==> config.mk <==
export PLATFORM = sky130hd
export DESIGN_NAME = uart_tx
export DESIGN_NICKNAME = d
export VERILOG_FILES = /design/src/rtl/uart_tx_pkg.sv /design/src/rtl/uart_baud_counter.sv /design/src/rtl/uart_tx.sv
export SDC_FILE = /design/constraint.sdc
export NUM_CORES = 1
export LEC_CHECK = 0
export ABC_AREA = 1
export BUFFER_PORTS_ARGS = -buffer_cell sky130_fd_sc_hd__buf_2
export CORE_AREA = 2 2 68 70
export CTS_CLUSTER_DIAMETER = 150
export CTS_CLUSTER_SIZE = 40
export DETAILED_ROUTE_END_ITERATION = 10
export DIE_AREA = 0 0 70 72
export HOLD_SLACK_MARGIN = 0.08
export PLACE_DENSITY = 0.69
export SETUP_SLACK_MARGIN = 0.2
export SYNTH_ARGS = -nofsm -noshare
export SYNTH_HDL_FRONTEND = slang
export SYNTH_SLANG_ARGS = --single-unit
==> constraint.sdc <==
create_clock -name clkRx -period 4.1 [get_ports clkRx]
set_clock_uncertainty 0.15 [all_clocks]
set_input_delay 0.41 -clock clkRx [delete_from_list [all_inputs] [get_ports clkRx]]
set_output_delay 0.41 -clock clkRx [all_outputs]
set_load 0.05 [all_outputs]
==> src/rtl/uart_tx_pkg.sv <==
// Shared UART parameters: baud constant, TX state encodings, frame sizes.
// Build option: UART_TX_PARITY_EN adds an even-parity bit after the data bits.
package uart_tx_pkg;

    localparam int unsigned clocksPerBit = 16;
    localparam int unsigned dataBits     = 8;

`ifdef UART_TX_PARITY_EN
    localparam int unsigned frameBits = 11;
`else
    localparam int unsigned frameBits = 10;
`endif

    // TX encodings, named apart from the receiver's states.
    typedef enum logic [2:0] {
        txIdle   = 3'd0,
        txStart  = 3'd1,
        txData   = 3'd2,
        txParity = 3'd3,
        txStop   = 3'd4
    } txState_t;

    function automatic logic evenParity(input logic [7:0] value);
        return ^value;
    endfunction

endpackage

==> src/rtl/uart_baud_counter.sv <==
// Bit-period counter: counts 0..CLOCKS_PER_BIT-1 while enabled and pulses
// bitTick on the terminal count, then wraps to 0.
module uart_baud_counter
    import uart_tx_pkg::*;
#(
    parameter int unsigned CLOCKS_PER_BIT = clocksPerBit
) (
    input  logic clkRx,
    input  logic resetreg,
    input  logic clear,
    input  logic enable,
    output logic bitTick
);

    localparam logic [15:0] terminalCount = 16'(CLOCKS_PER_BIT - 1);

    logic [15:0] cycleCount;

    assign bitTick = enable && (cycleCount == terminalCount);

    // Cycle counter with synchronous clear and wrap at terminal count.
    always_ff @(posedge clkRx or posedge resetreg) begin
        if (resetreg) begin
            cycleCount <= 16'd0;
        end else if (clear || bitTick) begin
            cycleCount <= 16'd0;
        end else if (enable) begin
            cycleCount <= cycleCount + 16'd1;
        end
    end

endmodule

==> src/rtl/uart_tx.sv <==
// UART transmitter: 8 data bits LSB-first, start low, stop high.
// Build option: UART_TX_PARITY_EN inserts an even-parity bit before the stop bit.
//
// state    | meaning
// ---------+-----------------------------------------------
// txIdle   | line high, ready for a byte
// txStart  | start bit (low)
// txData   | shifting data bits, LSB first
// txParity | even-parity bit (parity builds only)
// txStop   | stop bit (high); txDone pulses on exit
module uart_tx #(
    parameter int unsigned CLOCKS_PER_BIT = uart_tx_pkg::clocksPerBit
) (
    input  logic       clkRx,
    input  logic       resetreg,
    input  logic [7:0] txData,
    input  logic       txValid,
    output logic       txReady,
    output logic       serialOutput,
    output logic       txBusy,
    output logic       txDone
);

    import uart_tx_pkg::*;

    // The txData port hides the package literal of the same name.
    localparam txState_t stData = uart_tx_pkg::txData;

    txState_t   state, nextState;
    logic [7:0] shiftReg, shiftNext;
    logic [2:0] bitCount, bitNext;
    logic       lineNext;
    logic       doneNext;
    logic       clearCount;
    logic       bitTick;
`ifdef UART_TX_PARITY_EN
    logic       parityBit, parityNext;
`endif

    uart_baud_counter #(
        .CLOCKS_PER_BIT(CLOCKS_PER_BIT)
    ) baudCounter (
        .clkRx   (clkRx),
        .resetreg(resetreg),
        .clear   (clearCount),
        .enable  (state != txIdle),
        .bitTick (bitTick)
    );

    assign txReady = (state == txIdle);
    assign txBusy  = (state != txIdle);

    // State, data path and registered line/done outputs.
    always_ff @(posedge clkRx or posedge resetreg) begin
        if (resetreg) begin
            state        <= txIdle;
            shiftReg     <= 8'd0;
            bitCount     <= 3'd0;
            serialOutput <= 1'b1;
            txDone       <= 1'b0;
`ifdef UART_TX_PARITY_EN
            parityBit    <= 1'b0;
`endif
        end else begin
            state        <= nextState;
            shiftReg     <= shiftNext;
            bitCount     <= bitNext;
            serialOutput <= lineNext;
            txDone       <= doneNext;
`ifdef UART_TX_PARITY_EN
            parityBit    <= parityNext;
`endif
        end
    end

    // Next-state logic; the line value is derived from the next state so the
    // output register already holds the new bit in the cycle after the edge.
    always_comb begin
        nextState  = state;
        shiftNext  = shiftReg;
        bitNext    = bitCount;
        doneNext   = 1'b0;
        clearCount = 1'b0;
        lineNext   = 1'b1;
`ifdef UART_TX_PARITY_EN
        parityNext = parityBit;
`endif
        case (state)
            txIdle: begin
                if (txValid) begin
                    nextState  = txStart;
                    shiftNext  = txData;
                    bitNext    = 3'd0;
                    clearCount = 1'b1;
`ifdef UART_TX_PARITY_EN
                    parityNext = evenParity(txData);
`endif
                end
            end
            txStart: begin
                if (bitTick) nextState = stData;
            end
            stData: begin
                if (bitTick) begin
                    shiftNext = {1'b0, shiftReg[7:1]};
                    bitNext   = bitCount + 3'd1;
                    if (bitCount == 3'(dataBits - 1)) begin
`ifdef UART_TX_PARITY_EN
                        nextState = txParity;
`else
                        nextState = txStop;
`endif
                    end
                end
            end
`ifdef UART_TX_PARITY_EN
            txParity: begin
                if (bitTick) nextState = txStop;
            end
`endif
            txStop: begin
                if (bitTick) begin
                    nextState = txIdle;
                    doneNext  = 1'b1;
                end
            end
            default: nextState = txIdle;
        endcase

        case (nextState)
            txStart:  lineNext = 1'b0;
            stData:   lineNext = shiftNext[0];
`ifdef UART_TX_PARITY_EN
            txParity: lineNext = parityNext;
`endif
            default:  lineNext = 1'b1;
        endcase
    end

endmodule

Word level (Yosys, flattened, before mapping)
Cells that the tools add are included.
Operators by class
  divide/modulo/power cells: 0
  order comparisons: 0
  muxes and demuxes: 19
  multiply operators: 0
  $add $sub $neg: 2
  bitwise operators: 0
  eq/ne operators: 9
  shift-type cells: 0
  reduce and logical (&&, ||, !) cells: 7
Operator list (number)
  $mux 16: 2
  $mux 3: 7
  $add 16x1->16 const B: 1
  $eq 16x4->1 const B: 1
  $mux 8: 2
  $pmux 8 s2: 1
  $pmux 3 s4: 1
  $eq 3x1->1 const B: 2
  $eq 3x2->1 const B: 2
  $eq 3x3->1 const B: 2
  $pmux 3 s2: 1
  $mux 1: 4
  $reduce_bool 2->1: 2
  $add 3x1->3 const B: 1
  $logic_not 3->1: 1
  $reduce_and 3->1: 1
  $reduce_bool 3->1: 1
  $ne 2x1->1 const B: 1
  $ne 2x2->1 const B: 1
  $pmux 1 s2: 1
  $logic_and 1x1->1: 1
  $logic_or 1x1->1: 1
Word-level totals
  bits in read-only memories: 0
  register bits: 32
  memories: 0
  word-level logic and storage cells: 44
  bits in latches: 0
  RAM bits: 0
  output and inout port bits: 4

Logic depth before layout (Yosys ltp)
  depth after elaboration: 6
  mapped depth: 10
  mapped depth without buffers: 10

Hierarchy
Synthesis repeated with hierarchy kept, for this count alone.
Second synthesis, totals
  cell total of the unflattened synthesis: 248
  area, all modules: 1824.2 µm²
By module, submodules not included
  uart_baud_counter: instances 1, area each 1003.5 µm², seq. area each 400.4 µm², cells an instance 142
  uart_tx: instances 1, area each 820.8 µm², seq. area each 401.6 µm², cells an instance 106

Worst setup path before layout
No wires, ideal clock.
  path kind: register to register
  from: register state[2]
  to: register baudCounter.cycleCount[5]
  path slack: 2.236 ns
  period minus slack after synthesis: 1.864 ns
  arrival: 1.594 ns
  stages on the path, launching flop included: 10
  library setup time: 0.120 ns
  path through: dfrtp_1 > inv_2 > nand2_2 > nor2_2 > nand2_2 > nand2_1 > nor2_2 > nand2_1 > nand2_1 > nor3b_2
On the way
  longest elaborated chain between the ends: 4
  elaborated cells between the ends (all ways): 7
  those cells by class: mux (2); reduce/logical (5)
RTL lines
  start: declaration: RTL line uart_tx.sv:29  | txState_t state, nextState;
  start signal: assignment: RTL line uart_tx.sv:56  | state <= txIdle;
  start signal: assignment: RTL line uart_tx.sv:65  | state <= nextState;
  $logic_not 3->1 *
  named net txReady: RTL line uart_tx.sv:18  | output logic txReady,
  $mux 1 *: RTL line uart_tx.sv:88  | case (state)
  $logic_or 1x1->1 *: RTL line uart_baud_counter.sv:25  | end else if (clear || bitTick) begin
  $mux 16 or $reduce_bool 2->1 (tied branches)
  end signal: assignment: RTL line uart_baud_counter.sv:28  | cycleCount <= cycleCount + 16'd1;
  end: declaration: RTL line uart_baud_counter.sv:17  | logic [15:0] cycleCount;
The timed path passes the listed nets; every way through them passes the cells marked *.
A chain may end at the register's enable or synchronous reset.

Final worst setup path
  from: register state[2]
  to: output txReady
On the way
  longest elaborated chain between the ends: 1
RTL lines
  $logic_not 3->1: RTL line uart_tx.sv:50  | assign txReady = (state == txIdle);
  end: declaration: RTL line uart_tx.sv:18
Every way passes these cells.

==> flow_summary.toml <==
[run_status]
status = "finished, final reports clean"

[placement]
portBuffers = 14
hpwl_mm = 2.72
gp_congestion = 0.839

[final_layout]
fillers = 407
fin_nets = 270
syn2layout_area_growth_pct = 14.8
multi_input_area_um2 = 901
n_antenna_cell = 0
drive_gt1_share_pct = 23.7
regArea_um2 = 802
fin_util_pct = 49.9

[detailed_routing]
num_vias = 1569
dr.pass1.iters = 4
drtIter0Drc = 94
wl_per_cell_um = 11.8
post-route-drc-count = 0
routed_wl_mm = 3.63
via_per_inst = 5.08
antenna_left = 0

[worst_setup_path]
rrSetupSlack_ns = 2.35
crit_path_end_kind = "output pin"
crit_fanout = 3
critPathRequiredTime_ns = 3.54
cpMaxStageDelayCell = "dfrtp_1"
rr_worst_depth = 10
worst_ep_arrival_time_ns = 1.25
r2r-start = "baudCounter.cycleCount[1]"
cp_slowest_stage_delay_ns = 0.41
path_cells = "inv_2, nand2_2, nor2_2, buf_2"
start_kind = "flop"
reg2reg_to = "shiftReg[6]"
path_class = "reg -> out"

[yosys]
seq_area_frac_synth_pct = 43.3
netlist_area_um2 = 1850
synth.most_common_cell = "nand2_1"
syn_nets = 248
yosys_register_bits = 32
synth_edf_count = 0
synth_commonest_cells = "52 x nand2_1, 31 x dfrtp_1, 28 x inv_1, 21 x nand3_1, 16 x nor2_1"
postSynth.asyncResetShare_pct = 100
synth_top_area_share_pct = 41.8
syn_inst = 234
synth_warnings = 0
avgSynthCellArea_um2 = 7.92
ys_types = 30
yosys-top-cells-area = "dfrtp_1 42%, nand2_1 11%, inv_1 5.7%"
synth_top_cell_by_area = "dfrtp_1"
synth-main-ff-cell = "dfrtp_1"

[worst_hold_path]
hold_path.startpoint = "txData[7]"
hp-class = "in -> reg"
whs_path_depth = 3
holdPathEnd = "shiftReg[7]"

[timing]
setup_viol = 0
fmax_mhz = 553
fin_hold_ws_ns = 0.177
slew_headroom_pct = 72.9
min_period_ns = 1.81
worst_slew_pin_slew_ns = 0.407
rsz0062_at_grt = "false"
fin_setup_tns_ns = 0
drv_slew = 0
period_share_pct = 44.1
finalHoldViolations = 0

[die]
core_um2 = 4260
fp.dieH_um = 72
fp.dieW_um = 70
start_util_pct = 43.5
rows = 24
pin_count = 15
dieArea_um2 = 5040

[grt]
grt_first_pass_wirelength_mm = 6.65
grt_util_all_layers_pct = 16.8
antenna_found_initial = 0
grt.overflow.total = 0
grt_start_max_net_pins = 33
grt_pass1_vias = 1518

[clocking]
cts_tree = "done"
htreeDepth = 2
numCtsBuffers = 5
clock_sinks = 32
path_clk_slew_ns = 0.07
clockBufferDepth = 2
cts.repair.resized = 0
clk_latency_ns = 0.28
clockRootBuffer = "clkbuf_8"

[power]
leakage_nw = 0.994
power_density_nw_per_um2 = 508
ir_drop_v = 0.000320

[run]
maxCapViolCount = 0
==> state kept, by name (all words and copies together), names as in the netlist <==
register / flops
baudCounter.cycleCount: 16
shiftReg: 8
bitCount: 3
state: 3
serialOutput: 1
txDone: 1
==> power breakdown <==
| part | internal (W) | switching, W |
|---|---|---|
| Sequential | 0.000387 | 0.0000527 |
| Clock | 0.000214 | 0.000115 |
| Combinational | 0.000102 | 0.000211 |
| Total | 0.000703 | 0.000379 |
==> worst max path at each step <==
| stage | endpoint | depth (start not counted) | startpoint |
|---|---|---|---|
| finish | txReady | 4 | state[2] |
| global route | shiftReg[5] | 10 | baudCounter.cycleCount[1] |
| CTS | txReady | 4 | state[2] |
| detailed placement | shiftReg[3] | 10 | baudCounter.cycleCount[1] |
| global placement | shiftReg[5] | 10 | baudCounter.cycleCount[1] |
| floorplan | baudCounter.cycleCount[5] | 9 | state[2] |
==> layout by cell type, fill, tap and decap left out, types with 8 or more instances in the layout <==
master | synthesis | layout
nand2_1 | 52 | 52
nand4_1 | 11 | 11
inv_1 | 28 | 28
o21ai_1 | 11 | 11
nand3_1 | 21 | 21
nand2_2 | 8 | 8
nor3_1 | 10 | 10
nor2_1 | 16 | 16
buf_2 | 1 | 14
dfrtp_1 | 31 | 31
==> routing by layer <==
layer,routed length [µm],global-route usage (%)
met5,0,0
met4,76,8.33
met3,144,3.75
met2,1690,27.2
met1,1720,21.4
==> area by class of cell <==
| class | count | area share [%] |
|---|---|---|
| Multi-Input combinational cell | 165 | 42.3 |
| Clock buffer | 7 | 4.53 |
| Timing Repair Buffer | 16 | 4.12 |
| Inverter | 36 | 6.88 |
| Tap cell | 52 | 3.06 |
| Clock inverter | 1 | 1.41 |
| Sequential cell | 32 | 37.7 |
==> cell families (layout without fill, tap and decap cells) <==
group | Yosys count | in the layout | synth area share, %
flip-flops | 32 | 32 | 43.3
XOR/XNOR | 1 | 1 | 0.472
AND/OR/NAND/NOR | 138 | 138 | 39.5
adder cells (fa/ha/maj) | 3 | 3 | 2.02
buffers and inverters | 37 | 60 | 8.16
AO/OA/AOI/OAI | 23 | 23 | 6.61
==> critical path: cells and delay by family, from the launching register on <==
kind	cells	cell delay, ns
buffers and inverters	2	0.35
flip-flops	1	0.41
AND/OR/NAND/NOR	2	0.21
==> metrics by stage <==
step | setup WS [ns] | power [W] | cells | cell area [µm²]
6_report | 2.29 | 0.00108 | 309 | 2130
5_1_grt | 2.23 | 0.00115 | 309 | 2130
4_1_cts | 2.29 | 0.00109 | 309 | 2130
3_5_place_dp | 2.36 | 0.000757 | 300 | 1990
3_3_place_gp | 2.38 | 0.000752 | 300 | 1990
2_1_floorplan | 2.24 | 0.000689 | 234 | 1850
==> timing repair <==
item                                    4_1_cts  5_1_grt
hold buffers                                  1        0
endpoints found under the setup margin        0        0
endpoints found under the hold margin        31        0
buffers inserted                              0        0
Note: power is estimated with default switching activity, not from simulation.
